`config.mk`:
```
export PLATFORM = sky130hd
export DESIGN_NAME = pipelined_write_rx_flat
export DESIGN_NICKNAME = d
export VERILOG_FILES = /design/src/rtl/pipelined_write_rx_pkg.sv /design/src/rtl/pipelined_write_rx_if.sv /design/src/rtl/pipelined_write_out_buf.sv /design/src/rtl/pipelined_write_rx.sv /design/src/flat_wrapper.sv
export SDC_FILE = /design/constraint.sdc
export NUM_CORES = 1
export LEC_CHECK = 0
export CAP_MARGIN = 20
export CORE_ASPECT_RATIO = 0.6
export CORE_MARGIN = 2
export CORE_UTILIZATION = 66
export CTS_BUF_LIST = sky130_fd_sc_hd__clkbuf_4
export CTS_CLUSTER_DIAMETER = 40
export DETAILED_ROUTE_END_ITERATION = 16
export DONT_BUFFER_PORTS = 1
export PLACE_DENSITY_LB_ADDON = 0.1
export SETUP_SLACK_MARGIN = 0.3
export SLEW_MARGIN = 10
export SYNTH_ARGS = -nofsm -noshare
export SYNTH_HDL_FRONTEND = slang
export SYNTH_SLANG_ARGS = --single-unit
```
`constraint.sdc`:
```
create_clock -name clk -period 3.2 [get_ports clk]
set_input_delay 0.48 -clock clk [delete_from_list [all_inputs] [get_ports clk]]
set_output_delay 0.48 -clock clk [all_outputs]
set_load 0.03 [all_outputs]
```
`src/rtl/pipelined_write_rx_pkg.sv`:
```
// Shared types for the pipelined write receiver.
//   write_cmd__st       : command cycle, read from in_bits while idle
//   write_data__st      : data cycle, read from in_bits while collecting
//   pipelined_write__st : assembled transaction (command + four beat slots)
//   pwr_err__st         : error pulse vector
package test_pkg_b;

   localparam int unsigned MAX_WR_CYCLES = 4;
   localparam int unsigned IN_BITS_W     = 10;

   typedef enum logic [2:0] {
      STD          = 3'd0,
      MULTI_WDONE  = 3'd1,
      SINGLE_WDONE = 3'd2
   } WRITE_TYPE__ET;

   typedef enum logic [1:0] {
      CT_IDLE  = 2'd0,
      CT_VALID = 2'd1,
      CT_DONE  = 2'd2,
      CT_RSVD  = 2'd3
   } CYCLE_TYPE__ET;

   // num_cycles == 0 encodes a full MAX_WR_CYCLES-beat transfer
   typedef struct packed {
      logic [3:0] rsvd;
      logic [2:0] write_type;
      logic [1:0] num_cycles;
      logic       val;
   } write_cmd__st;

   typedef struct packed {
      logic [1:0] cycle_type;
      logic [7:0] dat;
   } write_data__st;

   typedef struct packed {
      write_cmd__st  cmd_cycle__s;
      write_data__st dat3;
      write_data__st dat2;
      write_data__st dat1;
      write_data__st dat0;
   } pipelined_write__st;

   typedef struct packed {
      logic early_done;
      logic no_done;
      logic overflow;
      logic bad_type;
      logic timeout;
   } pwr_err__st;

   typedef enum logic {
      IDLE    = 1'b0,
      COLLECT = 1'b1
   } pwr_state__et;

   // True for the write types the receiver understands
   function automatic logic valid_write_type(logic [2:0] wt);
      return (wt == STD) || (wt == MULTI_WDONE) || (wt == SINGLE_WDONE);
   endfunction

   // Returns pw with beat slot idx replaced by d
   function automatic pipelined_write__st set_slot(pipelined_write__st pw,
                                                   logic [1:0] idx,
                                                   write_data__st d);
      pipelined_write__st r;
      r = pw;
      case (idx)
         2'd0:    r.dat0 = d;
         2'd1:    r.dat1 = d;
         2'd2:    r.dat2 = d;
         default: r.dat3 = d;
      endcase
      return r;
   endfunction

endpackage

```
`src/rtl/pipelined_write_rx_if.sv`:
```
// Bus bundle between the cycle producer/transaction consumer and the receiver.
//   in_vld/in_bits : incoming command/data cycles
//   xact_vld/xact_rdy/xact : assembled transaction handshake
//   wdone, err     : single-cycle status pulses
interface pipelined_write_rx_if;
   import test_pkg_b::*;

   logic                 in_vld;
   logic [IN_BITS_W-1:0] in_bits;
   logic                 xact_vld;
   logic                 xact_rdy;
   pipelined_write__st   xact;
   logic                 wdone;
   pwr_err__st           err;

   modport master (output in_vld, in_bits, xact_rdy,
                   input  xact_vld, xact, wdone, err);

   modport slave  (input  in_vld, in_bits, xact_rdy,
                   output xact_vld, xact, wdone, err);
endinterface

```
`src/rtl/pipelined_write_out_buf.sv`:
```
// One-entry valid/ready holding register for finished transactions.
//   load/load_data : offer a finished transaction this cycle
//   rdy            : consumer ready
//   vld/data       : registered holding slot
//   accepted_c     : offer is taken (slot empty or drained this cycle)
//   overflow_c     : offer arrives while the slot is held and not drained
module pipelined_write_out_buf
   import test_pkg_b::*;
(
   input  logic               clk,
   input  logic               rst_n,
   input  logic               load,
   input  pipelined_write__st load_data,
   input  logic               rdy,
   output logic               vld,
   output pipelined_write__st data,
   output logic               accepted_c,
   output logic               overflow_c
);

   assign accepted_c = load && (!vld || rdy);
   assign overflow_c = load && vld && !rdy;

   // Slot register: a load in the handshake cycle replaces the consumed entry
   always_ff @(posedge clk or negedge rst_n) begin
      if (!rst_n) begin
         vld  <= 1'b0;
         data <= '0;
      end else if (accepted_c) begin
         vld  <= 1'b1;
         data <= load_data;
      end else if (vld && rdy) begin
         vld  <= 1'b0;
      end
   end

endmodule

```
`src/rtl/pipelined_write_rx.sv`:
```
// Receives a command cycle followed by 1..4 data beats, assembles them into a
// pipelined_write__st and hands it out through a one-entry holding register.
//   clk, rst_n     : clock, async active-low reset
//   bus (slave)    : in_vld/in_bits input cycles, xact_vld/xact_rdy/xact
//                    output handshake, wdone pulse, err pulse vector
// Status pulses (wdone, err) are registered and appear the cycle after the
// input cycle that caused them.
module pipelined_write_rx
   import test_pkg_b::*;
#(
   parameter int unsigned BUBBLE_TIMEOUT = 15
)
(
   input  logic             clk,
   input  logic             rst_n,
   pipelined_write_rx_if.slave bus
);

   localparam int unsigned BEAT_W = 2;
   localparam int unsigned EXP_W  = 3;
   localparam int unsigned BUB_W  = 4;
   localparam logic [BUB_W-1:0] BUB_LAST = BUB_W'(BUBBLE_TIMEOUT - 1);

   pwr_state__et       state, state_nxt;
   pipelined_write__st asm_q, asm_nxt, full_c;
   logic [BEAT_W-1:0]  beat_cnt, beat_cnt_nxt;
   logic [EXP_W-1:0]   beats_exp, beats_exp_nxt;
   logic [BUB_W-1:0]   bubble_cnt, bubble_nxt;
   logic               wdone_nxt;
   pwr_err__st         err_nxt;
   logic               load_c, accepted_c, overflow_c;
   write_cmd__st       cmd_c;
   write_data__st      data_c;
   logic               beat_c, last_c;
   logic [2:0]         wt_c;

   assign cmd_c  = write_cmd__st'(bus.in_bits);
   assign data_c = write_data__st'(bus.in_bits);
   assign beat_c = bus.in_vld &&
                   ((data_c.cycle_type == CT_VALID) || (data_c.cycle_type == CT_DONE));
   assign last_c = (EXP_W'(beat_cnt) == (beats_exp - EXP_W'(1)));
   assign full_c = set_slot(asm_q, beat_cnt, data_c);
   // Unknown write types behave as STD from the command onward
   assign wt_c   = valid_write_type(cmd_c.write_type) ? cmd_c.write_type : STD;

   // Next-state, datapath and pulse decode
   always_comb begin
      state_nxt     = state;
      asm_nxt       = asm_q;
      beat_cnt_nxt  = beat_cnt;
      beats_exp_nxt = beats_exp;
      bubble_nxt    = bubble_cnt;
      wdone_nxt     = 1'b0;
      err_nxt       = '0;
      load_c        = 1'b0;

      case (state)
         IDLE: begin
            if (bus.in_vld && cmd_c.val) begin
               err_nxt.bad_type               = !valid_write_type(cmd_c.write_type);
               asm_nxt                        = '0;
               asm_nxt.cmd_cycle__s           = cmd_c;
               asm_nxt.cmd_cycle__s.write_type = wt_c;
               beats_exp_nxt = (cmd_c.num_cycles == '0) ? EXP_W'(MAX_WR_CYCLES)
                                                        : EXP_W'(cmd_c.num_cycles);
               beat_cnt_nxt  = '0;
               bubble_nxt    = '0;
               state_nxt     = COLLECT;
            end
         end

         COLLECT: begin
            if (beat_c) begin
               bubble_nxt = '0;
               if (last_c) begin
                  // Final beat: offer the full transaction to the holding slot
                  load_c          = 1'b1;
                  err_nxt.no_done = (data_c.cycle_type == CT_VALID);
                  err_nxt.overflow = overflow_c;
                  wdone_nxt       = accepted_c && (asm_q.cmd_cycle__s.write_type != STD);
                  beat_cnt_nxt    = '0;
                  state_nxt       = IDLE;
               end else if (data_c.cycle_type == CT_DONE) begin
                  err_nxt.early_done = 1'b1;
                  beat_cnt_nxt       = '0;
                  state_nxt          = IDLE;
               end else begin
                  asm_nxt      = full_c;
                  beat_cnt_nxt = beat_cnt + BEAT_W'(1);
                  wdone_nxt    = (asm_q.cmd_cycle__s.write_type == MULTI_WDONE);
               end
            end else if (bubble_cnt == BUB_LAST) begin
               err_nxt.timeout = 1'b1;
               bubble_nxt      = '0;
               beat_cnt_nxt    = '0;
               state_nxt       = IDLE;
            end else begin
               bubble_nxt = bubble_cnt + BUB_W'(1);
            end
         end

         default: state_nxt = IDLE;
      endcase
   end

   // State, assembly and pulse registers
   always_ff @(posedge clk or negedge rst_n) begin
      if (!rst_n) begin
         state      <= IDLE;
         asm_q      <= '0;
         beat_cnt   <= '0;
         beats_exp  <= '0;
         bubble_cnt <= '0;
         bus.wdone  <= 1'b0;
         bus.err    <= '0;
      end else begin
         state      <= state_nxt;
         asm_q      <= asm_nxt;
         beat_cnt   <= beat_cnt_nxt;
         beats_exp  <= beats_exp_nxt;
         bubble_cnt <= bubble_nxt;
         bus.wdone  <= wdone_nxt;
         bus.err    <= err_nxt;
      end
   end

   pipelined_write_out_buf u_out_buf (
      .clk        (clk),
      .rst_n      (rst_n),
      .load       (load_c),
      .load_data  (full_c),
      .rdy        (bus.xact_rdy),
      .vld        (bus.xact_vld),
      .data       (bus.xact),
      .accepted_c (accepted_c),
      .overflow_c (overflow_c)
   );

endmodule
```
`src/flat_wrapper.sv`:
```
// flat-port wrapper written by rule: the top's interface ports become plain ports
module pipelined_write_rx_flat import test_pkg_b::*;
#(
   parameter int unsigned BUBBLE_TIMEOUT = 15
)
  (clk, rst_n, bus_in_vld, bus_in_bits, bus_xact_rdy, bus_xact_vld, bus_xact, bus_wdone, bus_err);
  pipelined_write_rx_if bus_i ();
  input  logic clk;
  input  logic rst_n;
  input wire logic [$bits(bus_i.in_vld)-1:0] bus_in_vld;
  input wire logic [$bits(bus_i.in_bits)-1:0] bus_in_bits;
  input wire logic [$bits(bus_i.xact_rdy)-1:0] bus_xact_rdy;
  output wire logic [$bits(bus_i.xact_vld)-1:0] bus_xact_vld;
  output wire logic [$bits(bus_i.xact)-1:0] bus_xact;
  output wire logic [$bits(bus_i.wdone)-1:0] bus_wdone;
  output wire logic [$bits(bus_i.err)-1:0] bus_err;
  assign bus_i.in_vld = bus_in_vld;
  assign bus_i.in_bits = bus_in_bits;
  assign bus_i.xact_rdy = bus_xact_rdy;
  assign bus_xact_vld = bus_i.xact_vld;
  assign bus_xact = bus_i.xact;
  assign bus_wdone = bus_i.wdone;
  assign bus_err = bus_i.err;
  pipelined_write_rx #(.BUBBLE_TIMEOUT(BUBBLE_TIMEOUT)) u_core (.clk(clk), .rst_n(rst_n), .bus(bus_i));
endmodule
```
# Word-level counts from Yosys, hierarchy flattened
# Index checks and enable logic that the tools add are counted.
[word_totals]
ff_bits = 117
latchBits = 0
mem_bits_rw = 0
mem_bits_ro = 0
wordCells = 123
memories = 0
[op_classes]
n_addsub = 3
mul = 0
div_mod_pow = 0
n_lt_le_gt_ge = 0
eq_ne = 14
shifts = 0
muxes = 46
bitwise_logic = 1
n_reduce_logical = 24
[op_table]
columns = ["op", "n"]
rows = [
  ["50-bit two-way mux", 3],
  ["50-bit one-hot mux with 2 select lines", 1],
  ["10-bit two-way mux", 4],
  ["40-bit two-way mux", 1],
  ["1-bit two-way mux", 21],
  ["2-bit two-way mux", 6],
  ["3-bit two-way mux", 4],
  ["4-bit two-way mux", 3],
  ["4-bit one-hot mux with 2 select lines", 1],
  ["1-bit logical AND", 7],
  ["3-bit by 1-bit == test with 1-bit output (second input constant)", 2],
  ["2-bit != test (second input constant)", 3],
  ["2-bit AND reduction", 3],
  ["4-bit by 1-bit adder with 4-bit output (second input constant)", 1],
  ["2-bit by 1-bit == test with 1-bit output (second input constant)", 2],
  ["2-bit == test (second input constant)", 2],
  ["4-bit == test (second input constant)", 1],
  ["2-bit logical NOT", 2],
  ["1-bit logical OR", 4],
  ["2-bit one-hot mux with 2 select lines", 1],
  ["4-bit AND reduction", 1],
  ["2-bit by 3-bit == test with 1-bit output", 1],
  ["3-bit by 2-bit == test with 1-bit output (second input constant)", 1],
  ["1-bit logical NOT", 3],
  ["other kinds (10)", 10],
]

# Logic depth before layout (Yosys ltp)
[logic_depth]
depth_word = 10
depth_mapped = 9
depth_no_buf = 6

# Hierarchy
# A second synthesis with hierarchy kept.
[hier_totals]
cells_unflattened = 412
area_unflattened_um2 = 5753.0
[by_module_without_submodules]
columns = ["module", "instances", "cells_per_inst", "area_per_inst_um2", "seq_area_each_um2"]
rows = [
  ["pipelined_write_rx", 1, 300, 3633.5, 1651.6],
  ["pipelined_write_out_buf", 1, 112, 2119.5, 1276.2],
]

# Worst setup path after synthesis
# OpenSTA, ideal clock, no wires.
[synth_path]
path_kind = "in2reg"
start = "input bus_in_bits[8]"
end = "register u_core.u_out_buf.data[15] (netlist bit)"
setup_time_ps = 125
arrival_ps = 2251
t_required_ps = 3075
slack_ps = 824
path_stages = 8
n_path_buf = 3
path_cell_list = "clkbuf_1 > inv_1 > ha_1 > nand3b_1 > clkbuf_1 > nor3_4 > buf_6 > mux2_2"
[synth_between]
elab_chain_cells = 6
[synth_lines]
columns = ["element", "line", "rtl"]
rows = [
  ["start: declaration", "flat_wrapper.sv:11", "input wire logic [$bits(bus_i.in_bits)-1:0] bus_in_bits;"],
  ["2-bit by 1-bit == test with 1-bit output / 2-bit == test (equally long branches)", "pipelined_write_rx.sv:40", "((data_c.cycle_type == CT_VALID) || (data_c.cycle_type == CT_DONE));"],
  ["1-bit logical OR (*)", "pipelined_write_rx.sv:40", ""],
  ["1-bit logical AND (*)", "pipelined_write_rx.sv:39", "assign beat_c = bus.in_vld &&"],
  ["1-bit two-way mux (*)", "pipelined_write_rx.sv:73", "if (beat_c) begin"],
  ["1-bit two-way mux (*)", "pipelined_write_rx.sv:57", "case (state)"],
  ["1-bit logical AND (*)", "pipelined_write_out_buf.sv:21", "assign accepted_c = load && (!vld || rdy);"],
  ["end signal: assignment", "pipelined_write_out_buf.sv:31", "data <= load_data;"],
  ["end: declaration", "pipelined_write_out_buf.sv:16", "output pipelined_write__st data,"],
]
# Mark *: on every way between the ends. The rest lies on a longest branch, timed or not.
# A chain may end at the register's enable or synchronous reset.

# Worst setup path after layout
[layout_path]
start = "register u_core.beats_exp[0]"
end = "register u_core.u_out_buf.data[0] (netlist bit)"
[layout_between]
elab_chain_cells = 6
[layout_lines]
columns = ["element", "line", "rtl"]
rows = [
  ["start: declaration", "pipelined_write_rx.sv:27", "logic [EXP_W-1:0] beats_exp, beats_exp_nxt;"],
  ["start signal: assignment", "pipelined_write_rx.sv:120", "beats_exp <= beats_exp_nxt;"],
  ["3-bit by 1-bit subtractor with 3-bit output", "pipelined_write_rx.sv:41", "assign last_c = (EXP_W'(beat_cnt) == (beats_exp - EXP_W'(1)));"],
  ["2-bit by 3-bit == test with 1-bit output", "pipelined_write_rx.sv:41", ""],
  ["1-bit two-way mux", "pipelined_write_rx.sv:75", "if (last_c) begin"],
  ["1-bit two-way mux", "pipelined_write_rx.sv:73", ""],
  ["1-bit two-way mux", "pipelined_write_rx.sv:57", ""],
  ["1-bit logical AND", "pipelined_write_out_buf.sv:21", ""],
]
# No other way between the ends.

==> summary.md <==
The worst path in the final design needs a cycle of 2.61 ns, including I/O delays and setup. For this run, the slowest stage of the critical path takes 0.54 ns. Entering global routing, the biggest net connects 118 pins. The synthesized netlist contains 35 unique library cells. From synthesis to final layout, the design area changed by 6.49%.

The worst setup path is launched from a flop. At the end of the flow, the number of nets in the layout was 479. The share of cells above drive strength 1 is 28.2%, and the detailed-placement wirelength estimate is 6.81 mm. For this configuration, the core starts out at a cell density of 67.3%. The leading cell type in the layout, fill and taps excluded is sky130_fd_sc_hd__dfrtp_1. The synthesized design contains 117 register bits. For the post-synthesis instance total, the log shows 462. At the later pin of the worst-skew pair, clock insertion delay measures 0.52 ns. The die is 119 um wide. The run gives 117 as the final number of hold-violating endpoints. The number of sinks on the clock net was 117; the number of remaining DRC errors was 0. Setup repair after global routing left no endpoint under its margin. TritonCTS built the clock tree.

In this run the number of H-tree levels came out at 4. Across the run, the number of max-cap violations was 0. For this design the top-level I/O count stands at 71. Across the routed clock network, the largest skew measured is 0.0170 ns. Total congestion overflow after global routing: 0. The tools report the number of global-route vias before repair as 3302. In this run the static leakage power is 0.00263 uW.

Count of input and output buffers: 0. Dividing the detail-routed wire length by the instance count gives 18.6 um. The cell at the root of the clock tree is sky130_fd_sc_hd__clkbuf_4. For the number of core rows, the log shows 25. The CTS buffer count came out at 17. The final-report max-slew violation count came out at 0.

For this design, the slowest cell found on the critical path is sky130_fd_sc_hd__nor3_4. The path type of the worst setup path was flop to flop. Counting every net in the synthesized netlist gives 485.

For this run, the number of standard cells in the final layout without fillers is 576. For the final-layout worst hold slack, the log shows -0.361 ns. Data on the critical path is required at its endpoint by 3.60 ns. After clock tree synthesis, the clock-pin slew on the worst setup and hold paths is 0.10 ns. The completed layout was analyzed and its total power is 5090 uW.

Dividing the synthesized area by the synthesized cell count gives 11.3 sq um. For the sequential-to-total area share from yosys stat, the log shows 55.9%. The critical path goes through inv_1 > ha_1 > xor2_1 > buf_4 > nand3_2 > nor3_4 > buf_12 > mux2_2. The checks that failed: negative hold slack.

For the pin with the worst max-slew slack, the measured transition is 1.09 ns. The logs give 26.8% for the global-route total usage across every layer and 0.00779 sq mm for the core region area. Data on the critical path arrives at its endpoint at 3.01 ns. For the number of violations reported at the end of detailed-routing iteration 0, the log shows 291.

The area of placed instances is 0.00532 sq mm. The initial antenna violation count is 0. At the end of routability-driven placement, the weighted congestion stood at 0.930.

The worst setup path is captured at a flop. The number of antenna diodes in the final layout is 0. In the layout the commonest cells are 117 x sky130_fd_sc_hd__dfrtp_1, 103 x sky130_fd_sc_hd__nand2_1, 88 x sky130_fd_sc_hd__mux2_2.

The power density over the cells was 913 mW/mm^2; the overall routed net length was 10.7 mm. Setup violations remaining at the end of the flow were counted as 0. The logs give 0.00558 sq mm for the post-route cell area and 5 for the detailed-routing iteration count for the pre-antenna-repair pass. The worst hold path class was input port to async pin.

Along the worst path, the maximum fanout reaches 27. Maximum count of clock buffers along a single path: 2. The setup check on the worst reg-to-reg path leaves a slack of 0.59 ns. Dividing the detail-routed via count by the number of cells gives 5.76. The first global-routing pass estimated 17.3 mm of wire. The run finished, with violations left. Worst max-slew margin expressed relative to the limit: 27.5%. At the end of the flow the core is filled with cells to 71.6%.

The number of placed instances, taps included, is 545. The part of the cycle the worst path needs was 81.4%; the sum of negative setup slack was 0 ns. Once detail routing completed, the nets flagged for antenna violations numbered 0. Static timing analysis puts the maximum clock frequency at 384 MHz. The vertical die dimension works out to 73.0 um. The worst-case IR drop observed on VDD is 386 uV.

In this run the cell area of the synthesized design comes to 0.00524 sq mm. Fill cells in the final layout number 535. The tools report the die area as 0.00869 sq mm.

Summing over every cut layer, the via total after detailed routing is 3316. The number of warnings printed during yosys synthesis came out at 0.
-- path summary, 6_finish.rpt --
path	depth (start not counted)	from	endpoint
max	8	u_core.beats_exp[0]$_DFFE_PN0P_	u_core.u_out_buf.data[0]$_DFFE_PN0P_
min	0	rst_n	u_core.asm_q[40]$_DFFE_PN0P_
min reg2reg	2	u_core.asm_q[42]$_DFFE_PN0P_	u_core.asm_q[42]$_DFFE_PN0P_
max in group asynchronous	0	rst_n	u_core.u_out_buf.data[11]$_DFFE_PN0P_
min in group clk	1	bus_in_bits[3]	u_core.asm_q[44]$_DFFE_PN0P_
max reg2reg	8	u_core.beats_exp[0]$_DFFE_PN0P_	u_core.u_out_buf.data[0]$_DFFE_PN0P_
-- per-layer routing --
layer	up-vias	part of all wire [%]	global-route usage (%)
li1	1552	-	-
met2	110	44	38.4
met5	-	0	0
met1	1640	47	37.8
met4	0	1.5	10.2
met3	14	8.1	9.84
-- cell type report --
cell class | count | area (sq um) | area share [%]
clock buffers | 23 | 173 | 3.09
multi-input cells | 302 | 2130 | 38.3
clock inverters | 8 | 83.8 | 1.50
repair buffers | 9 | 92.6 | 1.66
inverters | 9 | 33.8 | 0.605
well taps | 108 | 135 | 2.42
flip-flops and latches | 117 | 2930 | 52.5
-- state kept, by name (all words and copies together), names as in the netlist --
| signal | cells |
|---|---|
| u_core.beats_exp | 3 |
| u_core.bus.wdone | 1 |
| u_core.u_out_buf.data | 50 |
| u_core.beat_cnt | 2 |
| u_core.u_out_buf.vld | 1 |
| u_core.bubble_cnt | 4 |
| u_core.asm_q | 50 |
| u_core.bus.err | 5 |
| u_core.state | 1 |
-- power breakdown --
part | switching [uW] | internal, uW
Combinational | 655 | 666
Sequential | 819 | 1950
Clock | 510 | 498
-- worst max-delay path: cells and delay by family (launching register included) --
family | cells | cell delay [ns]
and+or+nand+nor | 2 | 0.68
adders and majority gates | 1 | 0.30
buffers and inverters | 3 | 0.54
xor gates and xnor gates | 1 | 0.18
DFF | 1 | 0.42
muxes | 1 | 0.36
-- per-stage QoR --
step                hold slack (ns)  setup WS (ns)
floorplan                     0.184          0.824
global placement              0.187          0.760
detailed placement            0.186          0.680
CTS                          -0.382          0.589
global route                 -0.399          0.464
finish                       -0.361          0.594
-- synth_stat cells (all sizes together) --
| master | n | area (sq um) |
|---|---|---|
| nor4 | 1 | 6.26 |
| xor2 | 3 | 33.8 |
| clkbuf | 28 | 108 |
| nor3 | 4 | 31.3 |
| dfrtp | 117 | 2930 |
| o41ai | 1 | 8.76 |
| buf | 6 | 61.3 |
| a21o | 1 | 7.51 |
| ha | 9 | 113 |
| mux2 | 91 | 1020 |
| nand3 | 4 | 25.0 |
| nand2 | 103 | 387 |
| nor2b | 1 | 6.26 |
| o21ai | 50 | 250 |
| or2 | 1 | 6.26 |
| o2bb2ai | 1 | 8.76 |
| o31ai | 1 | 7.51 |
| nor2 | 6 | 22.5 |
| a311oi | 5 | 43.8 |
| or3b | 1 | 8.76 |
| inv | 9 | 33.8 |
| nor3b | 1 | 7.51 |
| xnor2 | 1 | 8.76 |
| a21oi | 4 | 20.0 |
| nand2b | 9 | 56.3 |
| and2 | 1 | 6.26 |
| nand3b | 1 | 7.51 |
| a31oi | 1 | 6.26 |
| and3 | 1 | 6.26 |
-- logic make-up (layout without fill, tap and decap cells) --
group           Yosys count  after routing  synth area share (%)
xor+xnor                  4              4                 0.812
fa+ha+maj                 9              9                  2.15
mux                      91             91                  19.6
flops                   117            117                  55.9
buf+inv                  43             49                  3.87
simple gates            134            134                  11.0
compound gates           64             64                  6.73
-- what timing repair did --
action,4_1_cts,5_1_grt
gates resized for setup,0,0
setup buffers,0,0
endpoints found under the hold margin,117,117
Note: power is estimated with default switching activity, not from simulation.
